[config.mk]
export PLATFORM = sky130hd
export DESIGN_NAME = hazard_scoreboard
export DESIGN_NICKNAME = d
export VERILOG_FILES = /design/src/rtl/hazard_scoreboard.sv
export SDC_FILE = /design/constraint.sdc
export NUM_CORES = 1
export LEC_CHECK = 0
export BUFFER_PORTS_ARGS = -buffer_cell sky130_fd_sc_hd__buf_4
export CORE_MARGIN = 4
export CORE_UTILIZATION = 55
export CTS_BUF_LIST = sky130_fd_sc_hd__clkbuf_4 sky130_fd_sc_hd__clkbuf_8
export CTS_CLUSTER_SIZE = 30
export DETAILED_ROUTE_END_ITERATION = 7
export PLACE_DENSITY = 0.81
export SLEW_MARGIN = 25
export SYNTH_ARGS = -nofsm -noshare
export SYNTH_HDL_FRONTEND = slang
export SYNTH_SLANG_ARGS = --single-unit
[constraint.sdc]
create_clock -name clk -period 3.45 [get_ports clk]
set_clock_uncertainty 0.2 [all_clocks]
set_input_delay 0.1725 -clock clk [delete_from_list [all_inputs] [get_ports clk]]
set_output_delay 0.1725 -clock clk [all_outputs]
set_load 0.005 [all_outputs]
[src/rtl/hazard_scoreboard.sv]
`default_nettype none
// ============================================================================
// Module      : hazard_scoreboard
// Description : Tracks in-flight register writes from EX to WB and derives the
//               issue stall and per-operand forwarding selects.
// Revision    : 1.0 - initial release
// ============================================================================
module hazard_scoreboard #(
    parameter  int NUM_REGS   = 16,
    parameter  int DEPTH      = 4,
    parameter  int LOAD_READY = 3,
    localparam int REG_W      = $clog2(NUM_REGS),
    localparam int SEL_W      = $clog2(DEPTH + 1)
) (
    input  logic                clk,
    input  logic                rst,
    input  logic                id_valid,
    input  logic [REG_W-1:0]    id_rs1,
    input  logic [REG_W-1:0]    id_rs2,
    input  logic                id_rs1_used,
    input  logic                id_rs2_used,
    input  logic [REG_W-1:0]    id_rd,
    input  logic                id_we,
    input  logic                id_is_load,
    input  logic                flush,
    output logic                stall,
    output logic [SEL_W-1:0]    fwd_sel_rs1,
    output logic [SEL_W-1:0]    fwd_sel_rs2,
    output logic [NUM_REGS-1:0] pending_mask,
    output logic [31:0]         stall_cycles
);

    logic [DEPTH-1:0] r_valid;
    logic [DEPTH-1:0] r_we;
    logic [DEPTH-1:0] r_load;
    logic [REG_W-1:0] r_rd [DEPTH];
    logic [31:0]      r_stall_cnt;

    logic [SEL_W:0]   w_res_rs1;
    logic [SEL_W:0]   w_res_rs2;
    logic             w_issue;

    // Scans oldest to youngest so the youngest matching stage wins.
    // Result is {hazard, select}.
    function automatic logic [SEL_W:0] resolve(input logic [REG_W-1:0] src,
                                               input logic             used);
        logic [SEL_W:0] res;
        res = '0;
        for (int k = DEPTH - 1; k >= 0; k--) begin
            if (used && (src != '0) && r_valid[k] && r_we[k] && (r_rd[k] == src)) begin
                if (!r_load[k] || (k >= LOAD_READY))
                    res = {1'b0, SEL_W'(k + 1)};
                else
                    res = {1'b1, {SEL_W{1'b0}}};
            end
        end
        return res;
    endfunction

    always_comb begin
        w_res_rs1 = resolve(id_rs1, id_rs1_used);
        w_res_rs2 = resolve(id_rs2, id_rs2_used);
    end

    assign stall       = ~flush & (w_res_rs1[SEL_W] | w_res_rs2[SEL_W]);
    assign fwd_sel_rs1 = w_res_rs1[SEL_W-1:0];
    assign fwd_sel_rs2 = w_res_rs2[SEL_W-1:0];
    assign w_issue     = id_valid & ~stall & ~flush;

    always_ff @(posedge clk) begin
        if (rst) begin
            r_valid     <= '0;
            r_we        <= '0;
            r_load      <= '0;
            r_stall_cnt <= '0;
            for (int k = 0; k < DEPTH; k++)
                r_rd[k] <= '0;
        end else begin
            // Stages always advance; a stall only swaps the issue for a bubble.
            for (int k = DEPTH - 1; k > 0; k--) begin
                r_valid[k] <= r_valid[k-1];
                r_we[k]    <= r_we[k-1];
                r_load[k]  <= r_load[k-1];
                r_rd[k]    <= r_rd[k-1];
            end
            r_valid[0] <= w_issue;
            r_we[0]    <= id_we;
            r_load[0]  <= id_is_load;
            r_rd[0]    <= id_rd;
            if (stall && (r_stall_cnt != 32'hFFFF_FFFF))
                r_stall_cnt <= r_stall_cnt + 32'd1;
        end
    end

    assign stall_cycles = r_stall_cnt;

    for (genvar r = 0; r < NUM_REGS; r++) begin : g_mask
        logic [DEPTH-1:0] w_hit;
        for (genvar k = 0; k < DEPTH; k++) begin : g_stage
            assign w_hit[k] = r_valid[k] & r_we[k] & (r_rd[k] == REG_W'(r));
        end
        if (r == 0) begin : g_zero
            assign pending_mask[r] = 1'b0;
        end else begin : g_reg
            assign pending_mask[r] = |w_hit;
        end
    end

endmodule
`default_nettype wire

==> impl_metrics.toml <==
[status]
outcome = "complete, no violations"

[synthesis]
synth-async-reset-ratio = 0
synth.distinct_cells = 50
netlist_instances = 401
syn_nets = 422
yosysWarnings = 0
synth_ff_type = "dfxtp_1"
yosysSeqAreaShare = 0.349
synth-edff-count = 0
avgSynthCellArea_um2 = 8.43
syn_area_um2 = 3380
synth_seq_cells = 59

[place]
place_congestion = 0.962
dpl.hpwl_mm = 6.50
portBuffers = 73

[floorplan]
rows = 28
ioPinCount = 75
core_area_um2 = 5960
die_h_um = 86.4
die_w_um = 86.4
start_util = 0.568
die_area_um2 = 7460

[power_and_ir_drop]
vdd_drop_max_uv = 254
leakage_uw = 0.00162
power_frac_seq = 0.521
p_comb_frac = 0.077
pwr_density_cell_nw_per_um2 = 328
clockPowerShare = 0.401
p_switching_uw = 330
switching_share = 0.242
p_int_uw = 1030

[layout]
fillCellCount = 494
layout_common_cells = "buf_4, dfxtp_1, xor2_1"
diodes = 0
drive_gt1_frac = 0.214
nNetsFinal = 488
final_common_cell = "buf_4"
area_delta_synth_final_pct = 22.9

[setup_path]
reg2reg_depth = 8
critPathKind = "flip-flop to flip-flop"
cp.required_ns = 3.50
critPathArrivalTime_ns = 3.05
critPathCaptureType = "flip-flop"
r2r_end = "stall_cycles[20]"
crit_fanout = 20
r2r_setup_slack_ns = 0.46
reg2reg_from = "r_rd[2][1]"
critPathLaunchType = "flip-flop"

[route]
routed_wl_mm = 9.26
drc_errors = 0
routed_via_density = 5.89
drt-pass1-iter-count = 5
initialDrtViolationCount = 195
ant_nets = 0
wire_per_inst_um = 16.9
vias = 3222

[global_route]
grt_pass1_wl_mm = 14.6
antenna_found_initial = 0
grt_max_degree = 61
grt_usage = 0.246
grt_remaining_overflow = 0
grt_pass1_vias = 3048

[timing]
timing.final.crit_share = 0.867
hold_viol = 0
rsz0062_at_grt = "false"
drv_slew = 0
max_slew.worst_pin.slew_ns = 0.671
setup_viol = 0
max_freq_mhz = 334
fin_setup_tns_ns = 0
worst_hold_slack_ns = 0.126
relSlewSlack = 0.552
fin_crit_ns = 2.99

[clocking]
clk_pin_slew_worst_paths_ns = 0.07
clockBufferDepth = 2
clock_latency_ns = 0.33
cts_tree = "yes"
cts_buffers = 9
cts_setup_buffers = 0
cts_sinks = 59
clockRootBuffer = "clkbuf_8"
h-tree-depth = 3

[flow_run]
max_cap_violations = 0

[hold_path]
hp-class = "primary input to flip-flop"
hold_depth = 2
worstHoldStart = "rst"
worstHoldEndpoint = "r_load[1]"
flip-flops by register name, indices dropped and copies added (netlist names):
register	cells
r_load	3
r_rd	16
r_valid	4
r_we	4
stall_cycles	32
power by group through the flow:
stage / Clock, µW / Sequential [µW] / Combinational [µW]
finish: 547 / 711 / 105
CTS: 558 / 710 / 105
global placement: 0 / 724 / 95.0
detailed placement: 0 / 725 / 97.7
floorplan: 0 / 713 / 78.1
global route: 581 / 711 / 115
layer usage:
metal	global-route usage	share of wire	up-vias	wire length (µm)
li1	-	-	1569	-
met1	0.315	0.43	1497	4000
met2	0.396	0.48	136	4410
met3	0.0551	0.069	20	641
met4	0.108	0.023	0	212
met5	0	0	-	0
synth_stat cells, types with 6 or more instances:
cell / count / share of area
a21oi_1: 11 / 0.016
a22oi_1: 8 / 0.018
and2_1: 7 / 0.013
and3_1: 7 / 0.013
buf_2: 9 / 0.013
clkbuf_1: 15 / 0.017
dfxtp_1: 59 / 0.35
inv_1: 6 / 0.0067
nand2_1: 23 / 0.026
nand3_1: 19 / 0.028
nand4_1: 15 / 0.028
nor2_1: 34 / 0.038
nor2b_1: 30 / 0.056
nor3_1: 10 / 0.015
o21ai_0: 8 / 0.012
o221ai_1: 12 / 0.031
o31ai_1: 6 / 0.013
or3_1: 8 / 0.015
or4_1: 7 / 0.016
xnor2_1: 17 / 0.044
xor2_1: 35 / 0.091
worst max-delay path: stages, from the launching register on:
cell and delay (ns):
dfxtp_1 0.55, xnor2_1 0.17, nand3_1 0.10, nor4_1 0.37, a32oi_1 0.22, o221ai_2 0.36
nand2_2 0.30, or4_1 0.49, a21oi_1 0.15
layout make-up:
| type | count | area (µm²) | area share |
|---|---|---|---|
| well taps | 75 | 93.8 | 0.0226 |
| flip-flops and latches | 59 | 1180 | 0.284 |
| clock buffers | 13 | 154 | 0.0370 |
| inverters | 6 | 22.5 | 0.00542 |
| clock inverters | 3 | 15.0 | 0.00361 |
| repair buffers | 85 | 658 | 0.158 |
| multi-input cells | 306 | 2030 | 0.489 |
metrics by stage:
step | util | setup slack [ns] | cells | total power [µW] | area [µm²]
detailed placement | 0.656 | 0.583 | 523 | 823 | 3910
global placement | 0.656 | 0.607 | 523 | 819 | 3910
global route | 0.697 | 0.252 | 547 | 1410 | 4150
CTS | 0.697 | 0.547 | 547 | 1370 | 4150
floorplan | - | 0.980 | 401 | 791 | 3380
finish | 0.697 | 0.458 | 547 | 1360 | 4150
kinds of logic after synthesis:
kind of cell             after synthesis  share of synthesized area
multiplexers                           1                    0.00296
buffers and inverters                 36                     0.0503
AND/OR/NAND/NOR                      186                      0.304
flip-flops                            59                      0.349
adder cells (fa/ha/maj)                1                    0.00370
XOR/XNOR                              52                      0.135
AO/OA/AOI/OAI                         65                      0.154
other                                  1                    0.00111
worst max path at each step:
stage,startpoint,endpoint,slack [ns],cells after the start
global route,r_rd[2][1],stall_cycles[16],0.25,8
floorplan,stall_cycles[11],stall_cycles[1],0.98,9
finish,r_rd[2][1],stall_cycles[20],0.46,8
detailed placement,r_rd[0][1],stall_cycles[14],0.58,8
global placement,r_rd[2][1],stall_cycles[14],0.61,8
CTS,r_rd[2][1],stall_cycles[20],0.55,8
repair_timing:
action / 4_1_cts / 5_1_grt
hold buffers: 8 / 0
resized for setup: 0 / 0
hold endpoints to repair: 7 / 0
Power figures use the tool's default switching activity.
